$ cat src/rtl/serial_adder.sv
`default_nettype none
// ============================================================================
// Module   : serial_adder
// Purpose  : Bit-serial adder that forms a + b + cin LSB first, one bit per
//            clock, using a single full-adder cell.
// Revision : 1.0  initial release
// ============================================================================
module serial_adder #(
    parameter int WIDTH = 8
) (
    input  logic             clk,
    input  logic             rst_n,
    input  logic             start,
    input  logic [WIDTH-1:0] a,
    input  logic [WIDTH-1:0] b,
    input  logic             cin,
    output logic             busy,
    output logic             done,
    output logic [WIDTH-1:0] sum,
    output logic             carry
);

    localparam int CNT_W = (WIDTH > 2) ? $clog2(WIDTH) : 1;
    localparam logic [CNT_W-1:0] C_LAST_CNT = CNT_W'(WIDTH - 1);

    typedef enum logic [1:0] {
        S_IDLE  = 2'd0,
        S_SHIFT = 2'd1,
        S_DONE  = 2'd2
    } state_t;

    state_t           r_state;
    logic [WIDTH-1:0] r_a_sh;
    logic [WIDTH-1:0] r_b_sh;
    logic [WIDTH-1:0] r_sum_sh;
    logic             r_c;
    logic [CNT_W-1:0] r_cnt;
    logic [WIDTH-1:0] r_sum;
    logic             r_carry;

    logic             w_s;
    logic             w_c_next;
    logic [WIDTH-1:0] w_sum_next;

    // The single full-adder cell shared by every bit position.
    assign w_s        = r_a_sh[0] ^ r_b_sh[0] ^ r_c;
    assign w_c_next   = (r_a_sh[0] & r_b_sh[0]) | (r_a_sh[0] & r_c) | (r_b_sh[0] & r_c);
    assign w_sum_next = {w_s, r_sum_sh[WIDTH-1:1]};

    always_ff @(posedge clk) begin
        if (!rst_n) begin
            r_state  <= S_IDLE;
            r_a_sh   <= '0;
            r_b_sh   <= '0;
            r_sum_sh <= '0;
            r_c      <= 1'b0;
            r_cnt    <= '0;
            r_sum    <= '0;
            r_carry  <= 1'b0;
        end else begin
            case (r_state)
                S_IDLE: begin
                    if (start) begin
                        r_a_sh  <= a;
                        r_b_sh  <= b;
                        r_c     <= cin;
                        r_cnt   <= '0;
                        r_state <= S_SHIFT;
                    end
                end
                S_SHIFT: begin
                    r_sum_sh <= w_sum_next;
                    r_a_sh   <= {1'b0, r_a_sh[WIDTH-1:1]};
                    r_b_sh   <= {1'b0, r_b_sh[WIDTH-1:1]};
                    r_c      <= w_c_next;
                    r_cnt    <= r_cnt + 1'b1;
                    // The last bit is folded into the published result on the same edge.
                    if (r_cnt == C_LAST_CNT) begin
                        r_sum   <= w_sum_next;
                        r_carry <= w_c_next;
                        r_state <= S_DONE;
                    end
                end
                S_DONE: begin
                    r_state <= S_IDLE;
                end
                default: begin
                    r_state <= S_IDLE;
                end
            endcase
        end
    end

    assign busy  = (r_state != S_IDLE);
    assign done  = (r_state == S_DONE);
    assign sum   = r_sum;
    assign carry = r_carry;

endmodule
`default_nettype wire

$ cat config.mk
export PLATFORM = sky130hd
export DESIGN_NAME = serial_adder
export DESIGN_NICKNAME = d
export VERILOG_FILES = /design/src/rtl/serial_adder.sv
export SDC_FILE = /design/constraint.sdc
export NUM_CORES = 1
export LEC_CHECK = 0
export ABC_AREA = 1
export CORE_MARGIN = 1.5
export CORE_UTILIZATION = 49
export CTS_BUF_LIST = sky130_fd_sc_hd__clkbuf_16
export DETAILED_ROUTE_END_ITERATION = 8
export GPL_TIMING_DRIVEN = 0
export PLACE_DENSITY = 0.84
export SYNTH_ARGS = -nofsm -noshare
export SYNTH_HDL_FRONTEND = slang
export SYNTH_SLANG_ARGS = --single-unit
$ cat constraint.sdc
create_clock -name clk -period 1.53 [get_ports clk]
set_clock_uncertainty 0.15 [all_clocks]
set_input_delay 0.2295 -clock clk [delete_from_list [all_inputs] [get_ports clk]]
set_output_delay 0.2295 -clock clk [all_outputs]
set_load 0.005 [all_outputs]
== Word level (Yosys, flattened, before mapping) ==
Cells that the tools add are included.

* Register bits: 39
* Input bits: 20
* Output and inout bits: 11
* Word-level logic and storage cells: 38

* Add/subtract/negate cells: 1
* Eq/ne operators: 5
* Mux-type cells: 11
* Bitwise logic cells: 7
* Reduce and logical (&&, ||, !) cells: 6

{| class="wikitable"
|+ Operators by type and width
! operator !! number
|-
| case mux 8 bit (2 select lines) || 2
|-
| two-way mux 8 bit || 2
|-
| case mux 3 bit (2 select lines) || 1
|-
| AND reduction 2 bit || 3
|-
| two-way mux 2 bit || 2
|-
| inequality test 2 bit (second input constant) || 2
|-
| case mux 2 bit (2 select lines) || 1
|-
| nonzero test 2 bit || 2
|-
| adder 3 x 1 -> 3 bit (second input constant) || 1
|-
| bitwise AND 1 bit || 3
|-
| equality test 3 bit (second input constant) || 1
|-
| two-way mux 3 bit || 1
|-
| equality test 2 x 1 -> 1 bit (second input constant) || 1
|-
| equality test 2 bit (second input constant) || 1
|-
| zero test 2 bit || 1
|-
| bitwise OR 1 bit || 2
|-
| case mux 1 bit (2 select lines) || 1
|-
| bitwise XOR 1 bit || 2
|-
| two-way mux 1 bit || 1
|}

== Longest topological paths before layout ==
* Depth after elaboration: 4
* Depth in mapped cells: 6

== Worst setup path before layout ==
Ideal clock, no wire load.

* Kind: reg-to-reg
* From: register r_cnt[0]
* To: register r_sum[6] (netlist: sum[6])
* Arrival: 0.994 ns
* Path slack: 0.265 ns
* Cell stages (with the launch flop): 6
* Buffers on the path: 0
* Cell sequence: dfxtp_1 ha_1 ha_1 nand2_2 nand3_1 o21ai_0

* Longest elaborated chain between the ends: 2

{| class="wikitable"
|+ Ends and longest elaborated chain
! what !! line !! RTL
|-
| start: declaration || 37 || <nowiki>logic [CNT_W-1:0] r_cnt;</nowiki>
|-
| start signal: assignment || 76 || <nowiki>r_cnt <= r_cnt + 1'b1;</nowiki>
|-
| equality test 3 bit || 78 || <nowiki>if (r_cnt == C_LAST_CNT) begin</nowiki>
|-
| AND reduction 2 bit (no source line) || n/a ||
|-
| end signal: assignment || 79 || <nowiki>r_sum <= w_sum_next;</nowiki>
|-
| end: declaration || 38 || <nowiki>logic [WIDTH-1:0] r_sum;</nowiki>
|}

No other way between the ends.
A chain may end at the register's enable or synchronous reset.

== Worst setup path in the final report ==
* From: register r_state[0]
* To: output done

* Longest elaborated chain between the ends: 1

{| class="wikitable"
|+ Ends and longest elaborated chain
! what !! line !! RTL
|-
| start: declaration || 32 || <nowiki>state_t r_state;</nowiki>
|-
| start signal: assignment || 52 || <nowiki>r_state <= S_IDLE;</nowiki>
|-
| start signal: assignment || 68 || <nowiki>r_state <= S_SHIFT;</nowiki>
|-
| start signal: assignment || 81 || <nowiki>r_state <= S_DONE;</nowiki>
|-
| equality test 2 bit || 95 || <nowiki>assign done = (r_state == S_DONE);</nowiki>
|-
| end: declaration || 18 || <nowiki>output logic done,</nowiki>
|}

No other way between the ends.

==> impl_metrics.py <==
metrics = {
    "power_and_ir_drop": {
        "power.density_nw_per_um2": 1040,
        "pwr-share-seq_pct": 46.1,
        "leakagePower_nw": 1.04,
        "finalPower_mw": 2.34,
        "p_switching_mw": 0.560,
        "peakVddDrop_v": 0.000649,
        "internal-power_mw": 1.78,
        "pwr-share-comb_pct": 14.4,
        "pwr-share-clk_pct": 39.5,
        "power_switching_share_pct": 23.9,
    },
    "global_routing": {
        "grt-ovfl-total": 0,
        "grt_pass1_wl_mm": 6.28,
        "grt_usage_pct": 20.0,
        "grt_pass1_vias": 1493,
        "grt_antenna_before_repair": 0,
        "grt_max_degree": 11,
    },
    "logic_synthesis": {
        "synth.top_cell.area_share_pct": 43.4,
        "synth_most_common_cell": "nand2_1",
        "postSynthAreaPerCell_um2": 7.07,
        "postSynthNetCount": 271,
        "yosys.cell_types.count": 20,
        "synth_edf_count": 0,
        "yosysWarnings": 0,
        "synthesis.area_um2": 1750,
        "synth_area_leader_cell": "dfxtp_1",
        "ys_seq_area_share_pct": 43.4,
        "netlist_top_cells_area": "dfxtp_1 43%, nand2_1 15%, inv_1 9.4%, a21oi_1 7.7%, nor2_1 4.7%",
        "ys_async_sr_fraction_pct": 0,
        "ys_seq_elements": 38,
        "synthCells": 248,
        "synth.top_cells.by_count": "72 x nand2_1, 44 x inv_1, 38 x dfxtp_1, 27 x a21oi_1, 22 x nor2_1",
        "synth_ff_type": "dfxtp_1",
    },
    "floorplanning": {
        "coreArea_um2": 3390,
        "dieArea_um2": 3950,
        "start_util_pct": 51.7,
        "die-height_um": 62.8,
        "dieWidth_um": 62.8,
        "std_cell_rows": 21,
        "io_pins": 31,
    },
    "detailed_routing": {
        "wl_mm": 3.72,
        "vias": 1609,
        "route.detailed.drc": 0,
        "antenna_left": 0,
        "via_per_inst": 4.88,
        "drtIter0Drc": 71,
        "routedWlPerCell_um": 11.3,
        "dr.pass1.iters": 4,
    },
    "clocking": {
        "clk_pin_slew_ns": 0.05,
        "clock-sinks": 38,
        "ctsHoldBuffers": 0,
        "clk_latency_ns": 0.27,
        "cts_root_buf": "clkbuf_16",
        "cts_tree": "built",
        "cts_made_buffers": 5,
        "clk_path_buf_depth": 2,
        "htreeDepth": 2,
    },
    "placement": {
        "gp_congestion": 0.776,
        "dp_hpwl_mm": 2.56,
        "port_buffers": 29,
        "placed_cells": 323,
    },
    "worst_setup_path": {
        "cp.required_ns": 1.15,
        "worstPathArrival_ns": 1.13,
        "path_max_fanout": 10,
        "critPathCaptureType": "output port",
        "worst-setup-path-type": "flip-flop to output port",
        "start_kind": "flip-flop",
    },
    "layout": {
        "n_antenna_cell": 0,
        "final_nets": 308,
        "instances_no_fill": 330,
        "postLayoutCoreUtil_pct": 66.7,
        "areaGrowthSynthToFinish_pct": 29.1,
        "layout-drive-gt1-share_pct": 10.2,
    },
    "sta": {
        "setup_viol": 0,
        "finalSetupTns_ns": 0,
        "worst_slew_pin_slew_ns": 0.299,
        "finalCritPeriodShare_pct": 99.0,
        "max_freq_mhz": 660,
        "drv_slew": 0,
        "rsz0062_at_grt": "yes",
        "slew_headroom_pct": 80.0,
        "period_minus_slack_ns": 1.51,
        "hold_violations": 0,
    },
    "run_status": {
        "run_status": "finished, final reports clean",
    },
    "min_path": {
        "hp-class": "input pin to flip-flop",
    },
    "flow_run": {
        "max_cap_violations": 0,
    },
}
[timing repair]
item	4_1_cts	5_1_grt
pin swaps	0	0
resized for setup	10	5
endpoints found under the setup margin	2	6
buffers inserted	1	0
[metal layers]
layer	vias up	GRT usage [%]	routed length [um]
li1	823	-	-
met1	739	24.0	1660
met2	39	34.0	1830
met3	8	4.14	166
met4	0	10.0	65
met5	-	0	0
[registers in the layout, indices dropped and copies added, names as in the netlist]
name,flops
r_sum_sh,7
r_c,1
sum,8
carry,1
r_b_sh,8
r_cnt,3
r_a_sh,8
r_state,2
[worst max-delay path: stages (launching register included)]
cell      delay (ns)
dfxtp_4         0.36
buf_8           0.12
buf_4           0.17
nor2_4          0.10
clkbuf_2        0.11
[area by class of cell]
cell class,instances,area [um^2]
clock inverter,1,3.75
tap,46,57.6
fill,279,1130
inverter,45,169
clock buffer,5,125
timing repair buffer,30,293
sequential,38,766
multi-input combinational,154,751
buffer,11,97.6
[metrics by stage]
step,instance area [um^2],hold slack [ns],setup WS [ns]
after CTS,2250,0.178,-0.0834
after detailed placement,2100,0.305,-0.150
after global routing,2260,0.211,-0.0294
after global placement,2100,0.299,-0.151
after floorplan,1750,0.244,0.265
final,2260,0.181,0.0158
[cells in the final DEF (no fill, tap or decap), drive strengths merged]
cell,instances
fa,1
inv,45
ha,2
nand2,74
dfxtp,38
clkbuf,7
o21ai,15
buf,11
nor2,23
clkinv,1
clkdlybuf4s50,27
nand3,12
clkdlybuf4s15,1
a21oi,27
[power groups by stage]
stage	clock network, mW	registers (mW)	logic (mW)
finish	0.926	1.08	0.338
global route	0.998	1.08	0.384
floorplan	0	1.09	0.228
detailed placement	0	1.10	0.326
global placement	0	1.10	0.320
CTS	0.943	1.08	0.336
[cell families after synthesis]
logic type	synth area share, %
adder cells (fa/ha/maj)	2.57
AO/OA/AOI/OAI	12.6
AND/OR/NAND/NOR	26.4
flip-flops	43.4
buffers and inverters	15.0
[final timing paths]
| kind | endpoint | slack (ns) | cells past startpoint | startpoint |
|---|---|---|---|---|
| max | done | 0.02 | 4 | r_state[0] |
| min | r_sum_sh[2] | 0.18 | 3 | rst_n |
| max reg2reg | r_a_sh[3] | 0.09 | 7 | r_state[0] |
| min reg2reg | r_sum_sh[7] | 0.32 | 2 | r_sum_sh[7] |
Note: power is estimated with default switching activity, not from simulation.
